## config.mk

```make
export PLATFORM = sky130hd
export DESIGN_NAME = microwave_timer
export DESIGN_NICKNAME = d
export VERILOG_FILES = /design/src/rtl/microwave_timer.sv
export SDC_FILE = /design/constraint.sdc
export NUM_CORES = 1
export LEC_CHECK = 0
export CAP_MARGIN = 20
export CORE_MARGIN = 4
export CORE_UTILIZATION = 30
export CTS_BUF_LIST = sky130_fd_sc_hd__clkbuf_4 sky130_fd_sc_hd__clkbuf_8
export DETAILED_ROUTE_END_ITERATION = 6
export SYNTH_ARGS = -nofsm -noshare
export SYNTH_HDL_FRONTEND = slang
export SYNTH_SLANG_ARGS = --single-unit
```

## constraint.sdc

```tcl
create_clock -name clk -period 2.6 [get_ports clk]
set_input_delay 0.78 -clock clk [delete_from_list [all_inputs] [get_ports clk]]
set_output_delay 0.78 -clock clk [all_outputs]
set_load 0.01 [all_outputs]
```

## src/rtl/microwave_timer.sv

```systemverilog
// microwave_timer
//   Three-digit BCD countdown timer (M:ST) for the microwave controller.
//   The keypad loads digits by shifting them in from the right. While
//   magnetron is high the time counts down by one second every TICK_DIV
//   clocks. finished_time is high whenever the remaining time is 0:00.
//
//   Optional feature macro: TIMER_ADD30_EN (adds the add30 strobe input).
//
// Ports
//   clk            system clock, rising edge
//   rst_n          asynchronous active-low reset
//   magnetron      run enable; countdown advances only while high
//   clear          synchronous clear of time and prescaler
//   add30          (TIMER_ADD30_EN only) add 30 seconds, saturating at 9:99
//   key_valid      one-cycle strobe qualifying key_digit
//   key_digit      BCD digit 0-9; values above 9 are ignored
//   finished_time  registered, high when the time is 0:00
//   min_ones       minutes digit
//   sec_tens       tens-of-seconds digit (may hold 6-9 after keypad entry)
//   sec_ones       seconds digit
//   tick           one-cycle pulse on each one-second decrement
//
// Handshake: key_valid and add30 are single-cycle strobes with no ready;
// a strobe is either consumed on the edge it is sampled or dropped.
module microwave_timer #(
    parameter int TICK_DIV = 100
) (
    input  logic       clk,
    input  logic       rst_n,
    input  logic       magnetron,
    input  logic       clear,
`ifdef TIMER_ADD30_EN
    input  logic       add30,
`endif
    input  logic       key_valid,
    input  logic [3:0] key_digit,
    output logic       finished_time,
    output logic [3:0] min_ones,
    output logic [3:0] sec_tens,
    output logic [3:0] sec_ones,
    output logic       tick
);

    localparam int PW = $clog2(TICK_DIV);
    localparam logic [PW-1:0] PRE_MAX = PW'(TICK_DIV - 1);

    logic [PW-1:0] pre;
    logic [PW-1:0] pre_n;
    logic [3:0]    m_n;
    logic [3:0]    t_n;
    logic [3:0]    o_n;
    logic          tick_n;
    logic          time_zero;
    logic          run;
    logic          wrap;
`ifdef TIMER_ADD30_EN
    logic [3:0]    t_sum;
`endif

    assign time_zero = (min_ones == 4'd0) && (sec_tens == 4'd0) && (sec_ones == 4'd0);
    // The prescaler only advances while there is time left to count.
    assign run  = magnetron && !time_zero;
    assign wrap = run && (pre == PRE_MAX);

    always_comb begin
        m_n    = min_ones;
        t_n    = sec_tens;
        o_n    = sec_ones;
        pre_n  = pre;
        tick_n = 1'b0;
`ifdef TIMER_ADD30_EN
        t_sum  = 4'd0;
`endif
        if (clear) begin
            m_n   = 4'd0;
            t_n   = 4'd0;
            o_n   = 4'd0;
            pre_n = '0;
        end else begin
            if (run) begin
                pre_n = wrap ? '0 : pre + PW'(1);
            end
            if (wrap) begin
                tick_n = 1'b1;
                if (sec_ones != 4'd0) begin
                    o_n = sec_ones - 4'd1;
                end else if (sec_tens != 4'd0) begin
                    t_n = sec_tens - 4'd1;
                    o_n = 4'd9;
                end else begin
                    m_n = min_ones - 4'd1;
                    t_n = 4'd5;
                    o_n = 4'd9;
                end
            end
`ifdef TIMER_ADD30_EN
            // Applied on top of any decrement made in this same cycle.
            if (add30) begin
                t_sum = t_n + 4'd3;
                if (t_sum >= 4'd6) begin
                    if (m_n == 4'd9) begin
                        t_n = 4'd9;
                        o_n = 4'd9;
                    end else begin
                        m_n = m_n + 4'd1;
                        t_n = t_sum - 4'd6;
                    end
                end else begin
                    t_n = t_sum;
                end
            end else
`endif
            if (!magnetron && key_valid && (key_digit <= 4'd9)) begin
                m_n = sec_tens;
                t_n = sec_ones;
                o_n = key_digit;
            end
            // Reaching 0:00 discards any partial second.
            if ((m_n == 4'd0) && (t_n == 4'd0) && (o_n == 4'd0)) begin
                pre_n = '0;
            end
        end
    end

    always_ff @(posedge clk or negedge rst_n) begin
        if (!rst_n) begin
            min_ones      <= 4'd0;
            sec_tens      <= 4'd0;
            sec_ones      <= 4'd0;
            pre           <= '0;
            finished_time <= 1'b1;
            tick          <= 1'b0;
        end else begin
            min_ones      <= m_n;
            sec_tens      <= t_n;
            sec_ones      <= o_n;
            pre           <= pre_n;
            finished_time <= (m_n == 4'd0) && (t_n == 4'd0) && (o_n == 4'd0);
            tick          <= tick_n;
        end
    end

endmodule

```

==> results of run 1 <==
[cells by family after synthesis]
kind of cell | after synthesis
AND/OR/NAND/NOR | 82
XOR/XNOR | 6
AO/OA/AOI/OAI | 48
adder cells (fa/ha/maj) | 3
multiplexers | 1
buffers and inverters | 12
flip-flops | 21
[worst max-delay path, cell delays in order]
cell	delay, ns
clkdlybuf4s50_1	0.42
o21ai_1	0.11
and3b_2	0.23
a221o_1	0.13
or3b_4	0.38
a2111oi_4	0.33
buf_6	0.18
a22oi_1	0.08
[state kept, by name (all words and copies together) (netlist names)]
register       count
pre                7
tick               1
min_ones           4
sec_ones           4
finished_time      1
sec_tens           4
[layout by cell type, fill, tap and decap left out, types with 3 or more instances in the layout]
cell             Yosys  routed
a21oi_1              9       9
clkdlybuf4s50_1      0      18
or3b_4               2       4
xnor2_1              3       3
clkbuf_8             0       3
inv_1                3       3
o21ai_0              6       5
a21o_1               5       5
buf_4                0      36
dfrtp_1             20      20
or2_2                4       4
a211oi_1             7       7
xor2_1               3       3
nand2_1              8       8
a22oi_1              4       4
nor2_1              27      26
nor3_1               9       8
nand3_1              4       3
dlygate4sd2_1        0       3
ha_1                 3       3
a31oi_1              4       4
nand3b_1             4       4
[how the worst min path moves through the flow]
stage	startpoint	end	cells after the start	slack, ns
6_report	pre[5]	pre[5]	2	0.62
5_1_grt	pre[6]	pre[6]	2	0.65
3_3_place_gp	pre[1]	pre[1]	2	0.58
3_5_place_dp	pre[5]	pre[5]	2	0.59
2_1_floorplan	rst_n	min_ones[0]	0	0.48
4_1_cts	pre[5]	pre[5]	2	0.61
[per-stage QoR]
stage / hold slack, ns / TNS (ns) / util (%)
after detailed placement: 0.592 / -5.87 / 42.6
final: 0.616 / 0 / 45.2
after floorplan: 0.484 / 0 / -
after global placement: 0.585 / -5.49 / 42.6
after CTS: 0.607 / 0 / 44.7
after global routing: 0.648 / 0 / 45.2
[layer usage]
layer | GRT usage (%) | vias up
met3 | 2.02 | 8
met1 | 21.0 | 738
met5 | 0 | -
met4 | 5.24 | 0
li1 | - | 766
met2 | 24.6 | 41
[repair_timing]
action,4_1_cts,5_1_grt
gates resized for setup,13,7
pin swaps,8,3
setup buffers,3,0
setup endpoints to repair,9,8
[report_power, final]
group | switching [W] | total (W) | leakage, nW | internal, W
logic | 0.000145 | 0.000283 | 0.601 | 0.000138
clock network | 0.000121 | 0.000229 | 0.0255 | 0.000107
registers | 0.0000194 | 0.000365 | 0.284 | 0.000346
total | 0.000286 | 0.000877 | 0.910 | 0.000591
[area by class of cell]
type	instances	area share, %
timing repair buffer	60	23.2
inverter	3	0.510
multi-input combinational	140	46.5
clock inverter	1	0.227
clock buffer	3	1.87
tap	67	3.80
sequential	21	23.9
==> summary.txt, run 1 <==
Place
  • Gpl congestion: roughly 0.87
  • Pre-CTS setup slack: -0.672 ns
  • Port bufs: 22
  • Placed Area: between 2000 and 2500 um2
  • Cell count after placement: ~290
  • Hpwl dp: 3.37 mm

Global route
  • Vias in the first global route: 1,548
  • Total grt overflow: 0
  • Gr usage total: 15.3%
  • Initial antenna violation count: 0
  • First-pass GRT wire length: 7.73 mm
  • Largest net degree at the start of global routing: 22

Synthesis
  • Synth Cell Area: 1560 um2
  • Main combinational cell family by area after synthesis: simple AND/OR/NAND/NOR gates
  • Compound-cell area share of the yosys netlist: 23.0%
  • Async set-or-reset flop fraction in the synthesized netlist: 100%
  • Simple-gate area share of the yosys netlist: between 30% and 40%
  • EDFF count, synth: 0
  • Mean Syn Cell Area: 9.01 um2
  • Adder-cell area share of the yosys netlist: 2.41%
  • Post-synth top area share: 32.1%
  • Top-count cell post-synth: nor2_1
  • Cell taking the most area after synthesis: dfrtp_1
  • Top cells by count, synth: nor2_1, dfrtp_1, a21oi_1, nor3_1, nand2_1
  • Sequential fraction of the synthesis area: 33.8%
  • Xor-xnor portion of the synthesized cell area: under 10%
  • Yosys Warn Count: 0
  • Primary FF master, synth: dfrtp_1
  • Register bit count reported by yosys: 21
  • Syn_nets: 185
  • Multiplexer share of the synthesized area: 0.642%
  • Synth top area cells: dfrtp_1, nor2_1, a211oi_1
  • Synth cell types: 55
  • Cells after Synth: 173

Critical path
  • FF-to-FF End: pre[2]
  • Worst Path Arrival: 2.65 ns
  • Reg2Reg Setup Slack: 0.16 ns
  • FF-to-FF path depth: 9
  • CP Max Fanout: 8
  • Critical Path Start Type: primary input
  • CP Capture Point: pre[2]
  • Required @ worst endpoint: 2.74 ns
  • Kind of critical path: in -> reg
  • R2R Path Start: min_ones[0]
  • Worst Setup SP: key_digit[3]
  • Crit path capture type: register

STA
  • Final worst-path setup slack: around 0.085 ns
  • Slew margin rel.: 71.0%
  • Setup Viol. Count Final: 0
  • RSZ-0062 raised after global routing: no
  • Slew Limit Fails: 0
  • F_max: around 400 MHz
  • Final Hold Fails: 0
  • Clk_skew: 0.00456 ns
  • Ratio of final minimum period to clock period: 96.7%
  • Min cycle time layout: 2.51 ns
  • Worst-Margin Slew: 0.432 ns

Clock tree
  • Clock Path Buffers: 2
  • CTS tree: yes
  • Cts bufs inserted: 3
  • Root Buffer: clkbuf_8
  • Hold Buf Count CTS: 0
  • Clk slew on worst S/H paths: ~0.08 ns
  • CTS HTree Levels: 1
  • Worst-Skew Late Latency: roughly 0.27 ns
  • Sink Count: 21

Floorplanning
  • Cell row count: 25
  • Starting Density: 31.9%
  • Die height: 80.1 um
  • Die area: 6410 um2
  • Die span in x: 80.1 um
  • IO Pins: 23
  • Core area: 4880 um2

Power
  • Max VDD drop: 0.000178 V
  • Pwr Density: 398 nW/um2
  • Overall Power: 0.000877 W
  • Leak pwr: around 0.91 nW

Detailed routing
  • Detailed-router iteration count before antenna repair: 4
  • Via density: 5.26
  • Top Metal Used: met4
  • M1 WL: 2.13 mm
  • DR WL met3: 233 um
  • DRC: 0
  • Met2 wire length: 1.99 mm
  • Routed WL per cell: 15.1 um
  • Post-route ant nets: 0
  • Final WL: 4.47 mm
  • Total vias in the final route: 1,553
  • DRT iter0 DRCs: 69

Layout
  • # fillers: slightly above 500
  • Area of the multi-input gates: 1030 um2
  • Final instance area: 2210 um2
  • # nets final: 241
  • Antenna cells: 0
  • Ratio of cells with drive above 1 in the final layout: 30.3%
  • Area Overhead vs Synth: 41.5%
  • Cell Count, Final, Fillers Out: 295
  • Total area of sequential cells: 527 um2

Run
  • Max_cap viols: 0

Worst hold path
  • Min-Delay Path Class: reg -> reg

Outcome
  • Status: finished clean
No activity file was read; power rests on OpenSTA's default activity.
==> run 2, diff against run 1 <==
--- a/config.mk
+++ b/config.mk
@@ -6,6 +6,7 @@
 export NUM_CORES = 1
 export LEC_CHECK = 0
 export CAP_MARGIN = 20
+export CORE_ASPECT_RATIO = 1.25
 export CORE_MARGIN = 4
 export CORE_UTILIZATION = 30
 export CTS_BUF_LIST = sky130_fd_sc_hd__clkbuf_4 sky130_fd_sc_hd__clkbuf_8
==> summary.txt, run 2 (synthesis gave the netlist of run 1 again) <==
Floorplanning
  • Die height: 88.6 um
  • Core area: roughly 5000 um2
  • Starting Density: 30.9%
  • Die span in x: 72.5 um
  • IO Pins: 23
  • Die area: 6420 um2
  • Cell row count: 29

Power
  • Overall Power: 0.000871 W
  • Clock power share: 26.5%
  • Leak pwr: 0.923 nW
  • P_sw: 0.000285 W
  • Cell internal pwr: 0.000586 W
  • Switching Fraction: 32.7%
  • Max VDD drop: 0.000250 V
  • Pwr Density: 394 nW/um2
  • Sequential fraction of design power: 42.4%
  • Comb pwr share: 31.1%

Critical path
  • Reg2Reg Setup Slack: 0.12 ns
  • Worst Setup SP: key_valid
  • Kind of critical path: in -> reg
  • Required @ worst endpoint: roughly 2.8 ns
  • Crit path capture type: register
  • CP Capture Point: pre[2]
  • Critical Path Start Type: primary input
  • FF-to-FF End: pre[2]
  • Worst Path Arrival: 2.67 ns
  • FF-to-FF path depth: 9
  • CP Max Fanout: 8
  • R2R Path Start: min_ones[0]

Global route
  • GR Layer Usage met1: between 10% and 20%
  • Largest net degree at the start of global routing: 22
  • Initial antenna violation count: 0
  • GR Util met2: 26.9%
  • Vias in the first global route: 1,646
  • Routing usage on met3: 1.93%
  • Most crowded layer after global routing: met2
  • Gr usage total: 15.1%
  • First-pass GRT wire length: 7.71 mm
  • Total grt overflow: 0

Clock tree
  • Cts bufs inserted: 3
  • Clock Path Buffers: 2
  • CTS HTree Levels: 1
  • Sink Count: 21
  • CTS tree: yes
  • Worst-Skew Late Latency: 0.27 ns
  • Clk slew on worst S/H paths: roughly 0.090 ns
  • Root Buffer: clkbuf_8
  • Hold Buf Count CTS: 0

STA
  • Hold slack: 0.596 ns
  • Ratio of final minimum period to clock period: between 90% and 100%
  • RSZ-0062 raised after global routing: no
  • Clk_skew: 0.00472 ns
  • Final Hold Fails: 0
  • Setup Viol. Count Final: 0
  • Slew Limit Fails: 0
  • Slew margin rel.: a little under three quarters
  • F_max: between 300 and 400 MHz
  • Worst-Margin Slew: 0.427 ns
  • Min cycle time layout: ~2.5 ns

Layout
  • Area Overhead vs Synth: 41.7%
  • Most used cells in the layout excluding fill and tap cells: buf_4, nor2_1, clkdlybuf4s50_1, dfrtp_1
  • Most common cell after layout, fill and taps aside: buf_4
  • # nets final: 244
  • Ratio of cells with drive above 1 in the final layout: 30.7%
  • Finished Core Util: 43.8%
  • Reg with most FFs: pre
  • Max reg flops: 7
  • Antenna cells: 0

Detailed routing
  • DRC: 0
  • DRT iter0 DRCs: slightly below 60
  • Post-route ant nets: 0
  • Routed WL per cell: about 16 um
  • Detailed-router iteration count before antenna repair: 4
  • Total vias in the final route: 1,583
  • Via density: between 5 and 6
  • Final WL: roughly 4.5 mm

Worst hold path
  • Min-Delay Path Class: reg -> reg
  • Hold path startpoint: sec_tens[1]

Place
  • Gpl congestion: between 0.8 and 0.9
  • Hpwl dp: 3.46 mm
  • Port bufs: 22

Outcome
  • Status: finished clean

Run
  • Max_cap viols: 0
==> run 2: per-layer routing <==
metal  vias to the layer above  part of all wire (%)
li1                        770                     -
met1                       771                    42
met2                        31                    52
met3                        11                   2.8
met4                         0                   2.4
met5                         -                     0
==> run 2: area by class of cell <==
cell class,count,area [um2]
flip-flops and latches,21,528
clock buffers,3,41.3
repair buffers,63,536
clock inverters,1,5.00
well taps,62,77.6
multi-input cells,140,1010
fillers,498,2840
inverters,3,11.3
==> run 2: through the flow <==
step | setup WS [ns] | cells | setup TNS [ns] | instance area, um2
detailed placement | -0.485 | 283 | -4.15 | 2070
CTS | 0.00580 | 293 | 0 | 2190
finish | 0.0884 | 293 | 0 | 2210
global placement | -0.475 | 283 | -3.79 | 2070
floorplan | 0.0686 | 173 | 0 | 1560
global route | 0.00789 | 293 | 0 | 2210
==> run 2: timing repair <==
item	CTS	global route
buffers inserted	6	0
setup endpoints to repair	9	8
endpoints found under the hold margin	0	0
resized for setup	9	6
pin swaps	4	3
==> run 2: power groups by stage <==
stage | registers, W | clock network [W] | logic [W]
after global routing | 0.000373 | 0.000249 | 0.000298
final | 0.000369 | 0.000231 | 0.000271
after floorplan | 0.000374 | 0 | 0.000146
after CTS | 0.000369 | 0.000235 | 0.000271
after detailed placement | 0.000375 | 0 | 0.000260
after global placement | 0.000375 | 0 | 0.000258
==> run 2: worst min-delay path by stage <==
stage	to	cells past startpoint	slack, ns
after detailed placement	pre[1]	2	0.59
after global routing	min_ones[1]	2	0.62
after floorplan	min_ones[0]	0	0.48
after CTS	min_ones[1]	2	0.60
after global placement	pre[1]	2	0.58
final	min_ones[1]	2	0.60
==> run 2: worst max-delay path: stages <==
cell and delay (ns):
clkdlybuf4s50_1 0.49, buf_4 0.11, and3b_2 0.21, a221o_1 0.14, or3b_4 0.38, a2111oi_4 0.26, buf_4 0.20, a22oi_1 0.09
==> run 3, diff against run 2 <==
--- a/config.mk
+++ b/config.mk
@@ -9,8 +9,9 @@
 export CORE_ASPECT_RATIO = 1.25
 export CORE_MARGIN = 4
 export CORE_UTILIZATION = 30
-export CTS_BUF_LIST = sky130_fd_sc_hd__clkbuf_4 sky130_fd_sc_hd__clkbuf_8
+export CTS_BUF_LIST = sky130_fd_sc_hd__clkbuf_16
 export DETAILED_ROUTE_END_ITERATION = 6
+export REMOVE_ABC_BUFFERS = 1
 export SYNTH_ARGS = -nofsm -noshare
 export SYNTH_HDL_FRONTEND = slang
 export SYNTH_SLANG_ARGS = --single-unit
==> summary.txt, run 3 (synthesis gave the netlist of run 1 again) <==
Layout
  • # fillers: 517
  • Antenna cells: 0
  • Area Overhead vs Synth: 40.3%
  • Most common cell after layout, fill and taps aside: buf_4
  • # nets final: 240
  • Ratio of cells with drive above 1 in the final layout: 27.8%
  • Most used cells in the layout excluding fill and tap cells: buf_4, nor2_1, clkdlybuf4s50_1, dfrtp_1
  • Reg with most FFs: pre
  • Max reg flops: 7
  • Final instance area: 2190 um2

Outcome
  • Status: finished clean

Clock tree
  • Cts bufs inserted: 3
  • CTS tree: yes
  • Clock Path Buffers: 2
  • Sink Count: 21
  • Clk slew on worst S/H paths: 0.06 ns
  • Root Buffer: clkbuf_16
  • CTS HTree Levels: 1
  • Worst-Skew Late Latency: roughly 0.26 ns

Detailed routing
  • Via density: 5.38
  • Final WL: 4.56 mm
  • Detailed-router iteration count before antenna repair: 4
  • DRC: 0
  • Post-route ant nets: 0
  • Routed WL per cell: 15.8 um
  • Total vias in the final route: 1,554
  • DRT iter0 DRCs: 98

Place
  • Port bufs: 22
  • Placed Area: 2090 um2
  • Pre-CTS setup slack: -0.547 ns
  • Gpl congestion: slightly below 0.9
  • Hpwl dp: 3.55 mm

STA
  • Final worst-path setup slack: 0.0627 ns
  • Worst-Margin Slew: approximately 0.46 ns
  • Hold slack: 0.599 ns
  • F_max: 394 MHz
  • Ratio of final minimum period to clock period: 97.6%
  • Setup Viol. Count Final: 0
  • Slew margin rel.: 69.3%
  • Min cycle time layout: 2.54 ns
  • Slew Limit Fails: 0
  • Clk_skew: 0.00321 ns
  • Final Hold Fails: 0

Power
  • Overall Power: 0.000975 W
  • Max VDD drop: 0.000252 V
  • Leak pwr: 0.908 nW
  • Pwr Density: 446 nW/um2

Floorplanning
  • Die span in x: 72.5 um
  • IO Pins: 23
  • Core area: 5040 um2
  • Die height: 88.6 um
  • Die area: 6420 um2
  • Cell row count: 29
  • Starting Density: 30.9%

Critical path
  • CP Max Fanout: 8
  • Crit path capture type: register
  • Required @ worst endpoint: between 2 and 3 ns
  • Critical Path Start Type: primary input
  • Worst Path Arrival: between 2 and 3 ns
  • Kind of critical path: in -> reg

Global route
  • Total grt overflow: 0
  • Vias in the first global route: 1,602
  • Largest net degree at the start of global routing: 22
  • Initial antenna violation count: 0
  • First-pass GRT wire length: 7.50 mm
  • Gr usage total: 15.1%

Worst hold path
  • Min-Delay Path Class: reg -> reg

Run
  • Max_cap viols: 0
[run 3: cell types whose count changed in the layout (fill, tap and decap cells not counted), moves of 2 or more]
cell	before	now
clkbuf_8	3	0
clkbuf_16	0	3
buf_4	40	36
dlymetal6s2s_1	2	0
[run 3: cell type report]
class                           count  area [um2]  area share, %
Multi-Input combinational cell    140         992           45.4
Sequential cell                    21         527           24.1
Timing Repair Buffer               59         499           22.8
Tap cell                           62        77.6           3.55
Clock buffer                        3        75.1           3.43
Inverter                            3        11.3          0.515
Clock inverter                      1        5.00          0.229
[run 3: critical path, cell delays in order]
cell,delay [ns]
clkdlybuf4s50_1,0.44
buf_4,0.16
or2_2,0.27
o221ai_1,0.24
nand4_2,0.17
a2111oi_4,0.35
buf_6,0.18
a22oi_1,0.09
[run 3: repair_timing]
item	CTS	global route
setup endpoints to repair	9	8
pin swaps	2	2
hold buffers	0	0
buffers inserted	0	0
gates resized for setup	4	5
[run 3: final timing paths]
check                              from            end  slack, ns  cells after the start
max in group asynchronous         rst_n  finished_time       1.46                      2
setup / recovery           key_digit[2]         pre[2]       0.06                      8
setup reg to reg                 pre[0]         pre[6]       0.20                      9
hold / removal                   pre[1]         pre[1]       0.60                      2
hold reg to reg                  pre[1]         pre[1]       0.60                      2
min in group asynchronous         rst_n         pre[5]       0.87                      2
[run 3: stage by stage]
step / utilization, % / TNS, ns / cells
after floorplan: - / -0.100 / 164
after global placement: 41.4 / -3.50 / 285
after detailed placement: 41.4 / -4.81 / 285
after CTS: 43.0 / 0 / 289
after global routing: 43.4 / -0.00478 / 289
final: 43.4 / 0 / 289
[run 3: power by group]
group / switching, W / total [W] / internal, W
clock: 0.000128 / 0.000335 / 0.000207
combinational: 0.000141 / 0.000274 / 0.000133
sequential: 0.0000194 / 0.000366 / 0.000346
total: 0.000288 / 0.000975 / 0.000686
[run 3: metal layers]
metal | GRT usage (%) | vias to the layer above | share of wire, %
met5 | 0 | - | 0
met4 | 7.55 | 0 | 4.1
met3 | 2.39 | 17 | 3.5
met2 | 27.1 | 41 | 51
met1 | 17.2 | 738 | 41
li1 | - | 758 | -
